### src/rtl/ps2_key_event_controller.sv
// Turns PS/2 scan-code bytes into make/break key events.
// Also maintains the sticky sharp/octave toggles and the active note key.
module ps2_key_event_controller #(
  parameter int TIMEOUT_CYCLES = 50000,
  parameter int CNT_W          = 16
) (
  input  logic       clk,
  input  logic       rst_n,
  input  logic [7:0] data,
  input  logic       data_valid,
  output logic       sharp_mode,
  output logic       octave_mode,
  output logic       note_on,
  output logic [7:0] note_key,
  output logic       event_strobe,
  output logic       event_break,
  output logic       event_ext,
  output logic [7:0] event_code
);

  localparam logic [7:0]       CODE_BRK    = 8'hF0;
  localparam logic [7:0]       CODE_EXT    = 8'hE0;
  localparam logic [7:0]       CODE_ENTER  = 8'h5A;
  localparam logic [7:0]       CODE_RSHIFT = 8'h59;
  localparam logic [39:0]      IGNORE_CODES = {8'hFF, 8'hFE, 8'hFA, 8'hAA, 8'h00};
  localparam logic [CNT_W-1:0] TO_LAST     = CNT_W'(TIMEOUT_CYCLES - 1);

  typedef enum logic [1:0] {IDLE, BRK, EXT, EXT_BRK} state_t;

  state_t           state_reg, state_next;
  logic [CNT_W-1:0] cnt_reg;
  logic             enter_held_reg, rshift_held_reg;
  logic [4:0]       ign_hit;
  logic             ignored, timeout_hit;
  logic             ev_fire, ev_break, ev_ext;

  // Receiver housekeeping bytes (BAT/ACK/resend/error) never form key events.
  genvar gi;
  generate
    for (gi = 0; gi < 5; gi++) begin : g_ignore
      assign ign_hit[gi] = (data == IGNORE_CODES[gi*8 +: 8]);
    end
  endgenerate

  assign ignored     = |ign_hit;
  assign timeout_hit = (state_reg != IDLE) && !data_valid && (cnt_reg == TO_LAST);

  always_ff @(posedge clk) begin
    if (!rst_n) state_reg <= IDLE;
    else        state_reg <= state_next;
  end

  always_ff @(posedge clk) begin
    if (!rst_n || data_valid || state_reg == IDLE) cnt_reg <= '0;
    else                                           cnt_reg <= cnt_reg + CNT_W'(1);
  end

  always_comb begin
    state_next = state_reg;
    case (state_reg)
      IDLE: begin
        if (data_valid && data == CODE_BRK)      state_next = BRK;
        else if (data_valid && data == CODE_EXT) state_next = EXT;
      end
      BRK:     if (data_valid) state_next = IDLE;
      EXT:     if (data_valid) state_next = (data == CODE_BRK) ? EXT_BRK : IDLE;
      EXT_BRK: if (data_valid) state_next = IDLE;
      default: state_next = IDLE;
    endcase
    if (timeout_hit) state_next = IDLE;
  end

  always_comb begin
    ev_fire  = 1'b0;
    ev_break = 1'b0;
    ev_ext   = 1'b0;
    case (state_reg)
      IDLE:    ev_fire = data_valid && data != CODE_BRK && data != CODE_EXT && !ignored;
      BRK:     begin ev_fire = data_valid; ev_break = 1'b1; end
      EXT:     begin ev_fire = data_valid && data != CODE_BRK; ev_ext = 1'b1; end
      EXT_BRK: begin ev_fire = data_valid; ev_break = 1'b1; ev_ext = 1'b1; end
      default: ev_fire = 1'b0;
    endcase
  end

  always_ff @(posedge clk) begin
    if (!rst_n) begin
      event_strobe    <= 1'b0;
      event_break     <= 1'b0;
      event_ext       <= 1'b0;
      event_code      <= 8'h00;
      sharp_mode      <= 1'b0;
      octave_mode     <= 1'b0;
      enter_held_reg  <= 1'b0;
      rshift_held_reg <= 1'b0;
      note_on         <= 1'b0;
      note_key        <= 8'h00;
    end else begin
      event_strobe <= ev_fire;
      if (ev_fire) begin
        event_break <= ev_break;
        event_ext   <= ev_ext;
        event_code  <= data;
        // Held flags swallow typematic repeats so a held key toggles once.
        if (!ev_ext) begin
          if (data == CODE_ENTER) begin
            if (!ev_break && !enter_held_reg) sharp_mode <= ~sharp_mode;
            enter_held_reg <= !ev_break;
          end else if (data == CODE_RSHIFT) begin
            if (!ev_break && !rshift_held_reg) octave_mode <= ~octave_mode;
            rshift_held_reg <= !ev_break;
          end else if (!ev_break) begin
            note_key <= data;
            note_on  <= 1'b1;
          end else if (note_on && data == note_key) begin
            note_on <= 1'b0;
          end
        end
      end
    end
  end

endmodule

### config.mk
export PLATFORM = sky130hd
export DESIGN_NAME = ps2_key_event_controller
export DESIGN_NICKNAME = d
export VERILOG_FILES = /design/src/rtl/ps2_key_event_controller.sv
export SDC_FILE = /design/constraint.sdc
export NUM_CORES = 1
export LEC_CHECK = 0
export CORE_MARGIN = 1
export CORE_UTILIZATION = 53
export DETAILED_ROUTE_END_ITERATION = 16
export PLACE_DENSITY = 0.79
export SLEW_MARGIN = 25
export SYNTH_ARGS = -nofsm -noshare
export SYNTH_HDL_FRONTEND = slang
export SYNTH_SLANG_ARGS = --single-unit
### constraint.sdc
create_clock -name clk -period 2.5 [get_ports clk]
set_input_delay 0.25 -clock clk [delete_from_list [all_inputs] [get_ports clk]]
set_output_delay 0.25 -clock clk [all_outputs]
set_load 0.03 [all_outputs]
### After elaboration in Yosys (flattened, before gate mapping)

Cells that the tools add are included.

* bitwise logic cells: 7
* reduce and logical (&&, ||, !) cells: 32
* div/mod/pow operators: 0
* magnitude comparators: 0
* multipliers: 0
* add/sub/neg operators: 1
* multiplexer cells: 11
* shift-type cells: 0
* eq/ne operators: 19

Operators with widths (number)
* 8-bit equality test, second input constant: 6
* 16-bit by 1-bit adder with 16-bit output, second input constant: 1
* 16-bit equality test, second input constant: 1
* 8-bit by 7-bit equality test with 1-bit output, second input constant: 2
* 8-bit inequality test, second input constant: 2
* 5-bit AND reduction: 3
* 1-bit logical AND: 10
* 2-bit two-way mux: 5
* 8-bit equality test: 1
* 8-bit logical NOT: 1
* 4-bit AND reduction: 2
* 1-bit inverter: 7
* 1-bit logical NOT: 6
* 2-bit case mux with 3 select lines: 1
* 3-bit AND reduction: 2
* 2-bit OR reduction: 3
* 5-bit OR reduction: 1
* 2-bit equality test, second input constant: 2
* 1-bit two-way mux: 4
* 2-bit by 1-bit inequality test with 1-bit output, second input constant: 2
* 3-bit by 1-bit inequality test with 1-bit output, second input constant: 1
* 1-bit case mux with 3 select lines: 1
* 2-bit by 1-bit equality test with 1-bit output, second input constant: 1
* 2-bit logical NOT: 1
* other kinds (3): 4

* bits in read-only memories: 0
* output and inout bits: 22
* latch bits: 0
* RAM bits: 0
* bits in registers: 42
* memories: 0
* logic and storage cells: 82
* input port bits: 11

### Logic depth before layout (Yosys ltp)

* depth in word-level cells: 6
* mapped depth: 8
* gate-level depth less buffers: 6

### Worst setup path before layout

Ideal clock, no wire load.

* path kind: input-to-reg
* start point: input data[0]
* end point: register note_on
* data arrival time: 1.740 ns
* stages on the path: 8
* buffers on the path: 3
* slack: 0.641 ns
* data required time: 2.381 ns
* setup time: 0.119 ns
* cells stage by stage: buf_6 or4_4 a31oi_1 a211o_1 buf_6 nor4b_2 buf_6 o221a_1

* cells in the longest elaborated chain, start to end: 6
* elaborated cells between the ends (all ways): 21
* those cells by class: eq/ne (10); mux (1); bitwise (2); reduce/logical (8)

RTL lines
* from (decl): RTL line 9 `input logic [7:0] data,`
* 8-bit equality test, or another cell as far along: RTL line 41 `assign ign_hit[gi] = (data == IGNORE_CODES[gi*8 +: 8]);`
* 5-bit OR reduction or 1-bit logical AND (tied branches): RTL line 45, 78, 80
* 1-bit logical NOT or 1-bit logical AND (tied branches): RTL line 78 `IDLE: ev_fire = data_valid && data != CODE_BRK && data != CODE_EXT && !ignored;`
* 1-bit logical AND: RTL line 78
* 1-bit case mux with 3 select lines: RTL line 77 `case (state_reg)`
* 5-bit AND reduction (no source line) *
* to (signal assigned): RTL line 96 `note_on <= 1'b0;`
* to (signal assigned): RTL line 114 `note_on <= 1'b1;`
* to (signal assigned): RTL line 116 `note_on <= 1'b0;`
* to (decl): RTL line 13 `output logic note_on,`

Every way passes the cells marked *; elsewhere a longest branch is shown, timed or not.
A chain may end at the register's enable or synchronous reset.

### Worst setup path after layout

* start point: input data[6]
* end point: register note_key[7]

* cells in the longest elaborated chain, start to end: 6
* elaborated cells between the ends (all ways): 18
* those cells by class: eq/ne (8); mux (1); bitwise (2); reduce/logical (7)

RTL lines
* 8-bit equality test, or another cell as far along: RTL line 41
* 5-bit OR reduction or 1-bit logical AND (tied branches): RTL line 45, 78, 80
* 1-bit logical NOT or 1-bit logical AND (tied branches): RTL line 78
* 1-bit logical AND: RTL line 78
* 1-bit case mux with 3 select lines: RTL line 77
* 5-bit AND reduction (no source line) *
* to (signal assigned): RTL line 113 `note_key <= data;`
* to (decl): RTL line 14 `output logic [7:0] note_key,`

Marked as above.

==> metrics.md <==
| Metric | Value |
|---|---|
| Status | complete, no violations |
| Slew @ Worst Pin | 0.7090 ns |
| Clock latency on the worst-skew pair | 0.29 ns |
| Critical Path End Type | flop |
| Overall Power | 1.443 mW |
| Max-slew headroom | 0.5273 |
| Psw | 365.3 uW |
| Finish-stage setup viols | 0 |
| P_int | 1.078 mW |
| Final hold viol count | 0 |
| PortBufs | 32 |
| CORE AREA | 0.003689 mm2 |
| TNS Setup | 0 ns |
| Post-CTS setup buffer count | 0 |
| Leak | 0.9325 nW |
| Crit share post-route | 0.8311 |
| Ports | 33 |
| Standard-cell row count | 22 |
| Unique masters post-synth | 45 |
| Top-count cell post-synth | dfxtp_1 |
| CP max FO | 8 |
| Mean number of vias per cell | 5.434 |
| RSZ-0062 raised after global routing | no |
| Max H-tree Level | 2 |
| R2R Setup Slk | 0.53 ns |
| GRT Overall Usage | 0.2250 |
| Reg power frac | 0.487 |
| Fmax achieved | 481.3 MHz |
| Die Y | 64.43 um |
| GPL Wtd Cong | 0.8158 |
| Clock share of power | 0.376 |
| Fin. max-slew vios | 0 |
| Async S/R FF share, synth | 0 |
| Top_reg_cell synth | dfxtp_1 |
| CTS Buf Count | 5 |
| Util after Layout | 0.6859 |
| Layout cell share with drive strength beyond 1 | 0.1007 |
| Worst IR Drop VDD | 468.8 uV |
| Syn_area_per_cell | 8.904 um2 |
| 1st-iter DRT viols | 73 |
| Hold_buf cts | 0 |
| Synth top area cells | dfxtp_1, mux2i_1, nand2_1 |
| Vias in the first global route | 1,560 |
| Number of flops mapped to enable cells by yosys | 0 |
| Top cells by count, synth | dfxtp_1, nand2_1, mux2i_1, nor2_1, xor2_1 |
| Gr ovfl total | 0 |
| Final nets | 279 |
| Register bit total from synthesis | 42 |
| Antenna Nets Post-Route | 0 |
| Max FFs per register | 16 |
| ANT cells | 0 |
| CTS tree | done |
| Clk buf depth | 2 |
| Syn Inst Count | 232 |
| Synth-to-Final Area Change | 22.47% |
| Vias | 1,717 |
| Sw Ratio | 0.2531 |
| CTS clk-pin slew, worst paths | 0.08 ns |
| Drt wl/cell | 13.69 um |
| Synth Net Count | 244 |
| Detailed placer's ending HPWL | 3.198 mm |
| Critical Setup Path Class | input port to flop |
| Drt total wl | 4.327 mm |
| Initial DRT Pass Iterations | 4 |
| Power Density | 570.5 mW/mm2 |
| Initial antenna violation count | 0 |
| Maxcap violations | 0 |
| CTS Sinks | 42 |
| First-pass GRT wire length | 7.182 mm |
| Combinational Power Share | 0.137 |
| Share of the synthesized area in the top cell type | 0.4070 |
| Die area | 0.004151 mm2 |
| Critical path required time | 2.73 ns |
| Largest net degree at the start of global routing | 21 |
| WHS | 0.4613 ns |
| CTS root buffer | clkbuf_8 |
| Worst setup SP type | input port |
| Worst hold-check path type | flop to flop |
| Clk_skew | 0.003560 ns |
| Tmin final | 2.078 ns |
| Seq/Total Area, Yosys | 0.4070 |
| DRC viols | 0 |
| Post-Syn Area | 0.002066 mm2 |
| Synth warn | 0 |
| Post-CTS sizing | 0 |
| Die X-Extent | 64.43 um |
| CP arrival | 2.31 ns |
| Dominant cell type by area after synthesis | dfxtp_1 |
| Initial Util | 0.5600 |
| Filler cells | 297 |
==> layout by cell type, fill, tap and decap left out, drive strengths merged, types with 2 or more instances in the layout <==
master         synthesis  final
or2                    2      2
nor2b                  2      2
nor2                  22     22
mux2i                 21     21
o31ai                  2      2
nor3                   2      2
nand3                  9      9
a21oi                  3      3
inv                    4      5
nand2                 37     37
clkbuf                 7      5
nand4                  7      7
clkdlybuf4s50          0     32
and2                   3      3
o21ai                  6      6
xor2                  12     12
or4                    4      4
a21boi                 2      2
and3                   4      4
buf                    7     11
nor4                   6      6
nand4b                 2      2
xnor2                 10     10
dfxtp                 42     42
nand2b                 2      2
==> per-stage QoR <==
step,instances,setup WS [ns],cell area (um2)
after floorplan,232,0.6409,2066
after global placement,308,0.1733,2417
after detailed placement,308,0.1412,2417
after CTS,316,0.4450,2530
after global routing,316,0.2865,2530
final,316,0.4222,2530
==> power by group through the flow <==
| stage | registers, mW | clock network [mW] | logic, mW |
|---|---|---|---|
| finish | 0.703 | 0.543 | 0.197 |
| global route | 0.705 | 0.584 | 0.210 |
| CTS | 0.703 | 0.553 | 0.198 |
| detailed placement | 0.718 | 0 | 0.197 |
| global placement | 0.718 | 0 | 0.195 |
| floorplan | 0.753 | 0 | 0.0869 |
==> final timing paths <==
path	startpoint	endpoint	cells after the start
worst max register to register	state_reg[1]$_SDFFE_PP0P_	note_key[7]$_SDFFE_PN0P_	6
worst min register to register	event_code[3]$_SDFFE_PN0P_	event_code[3]$_SDFFE_PN0P_	2
worst max-delay path	data[6]	note_key[7]$_SDFFE_PN0P_	7
worst min-delay path	event_code[3]$_SDFFE_PN0P_	event_code[3]$_SDFFE_PN0P_	2
==> cells by family (layout without fill, tap and decap cells) <==
| logic type | Yosys count | count (layout) | share of synthesized area |
|---|---|---|---|
| AO/OA/AOI/OAI | 18 | 18 | 0.05996 |
| flip-flops | 42 | 42 | 0.4070 |
| AND/OR/NAND/NOR | 109 | 109 | 0.2707 |
| XOR/XNOR | 22 | 22 | 0.09327 |
| buffers and inverters | 19 | 55 | 0.06117 |
| adder cells (fa/ha/maj) | 1 | 1 | 0.006056 |
| multiplexers | 21 | 21 | 0.1018 |
==> layer usage <==
layer | vias to the layer above | GRT usage | routed length (um)
met5 | - | 0 | 0
met4 | 0 | 0.1028 | 72
met3 | 7 | 0.04577 | 168
met2 | 39 | 0.3618 | 2020
met1 | 805 | 0.2889 | 2065
li1 | 866 | - | -
==> worst max-delay path: stages <==
cell and delay, ns:
clkdlybuf4s50_1 0.64, or4_1 0.18, o211ai_2 0.07, a211o_1 0.33, nor4b_2 0.38, buf_4 0.26, mux2i_1 0.19
==> area by class of cell <==
class | count | area (um2) | share of cell area
clock buffers | 5 | 68.82 | 0.02720
clock inverters | 3 | 43.79 | 0.01731
inverters | 4 | 15.01 | 0.005935
multi-input cells | 171 | 1099 | 0.4342
flip-flops and latches | 42 | 840.8 | 0.3323
well taps | 48 | 60.06 | 0.02374
repair buffers | 43 | 402.9 | 0.1592
(Power assumes the default switching activity.)
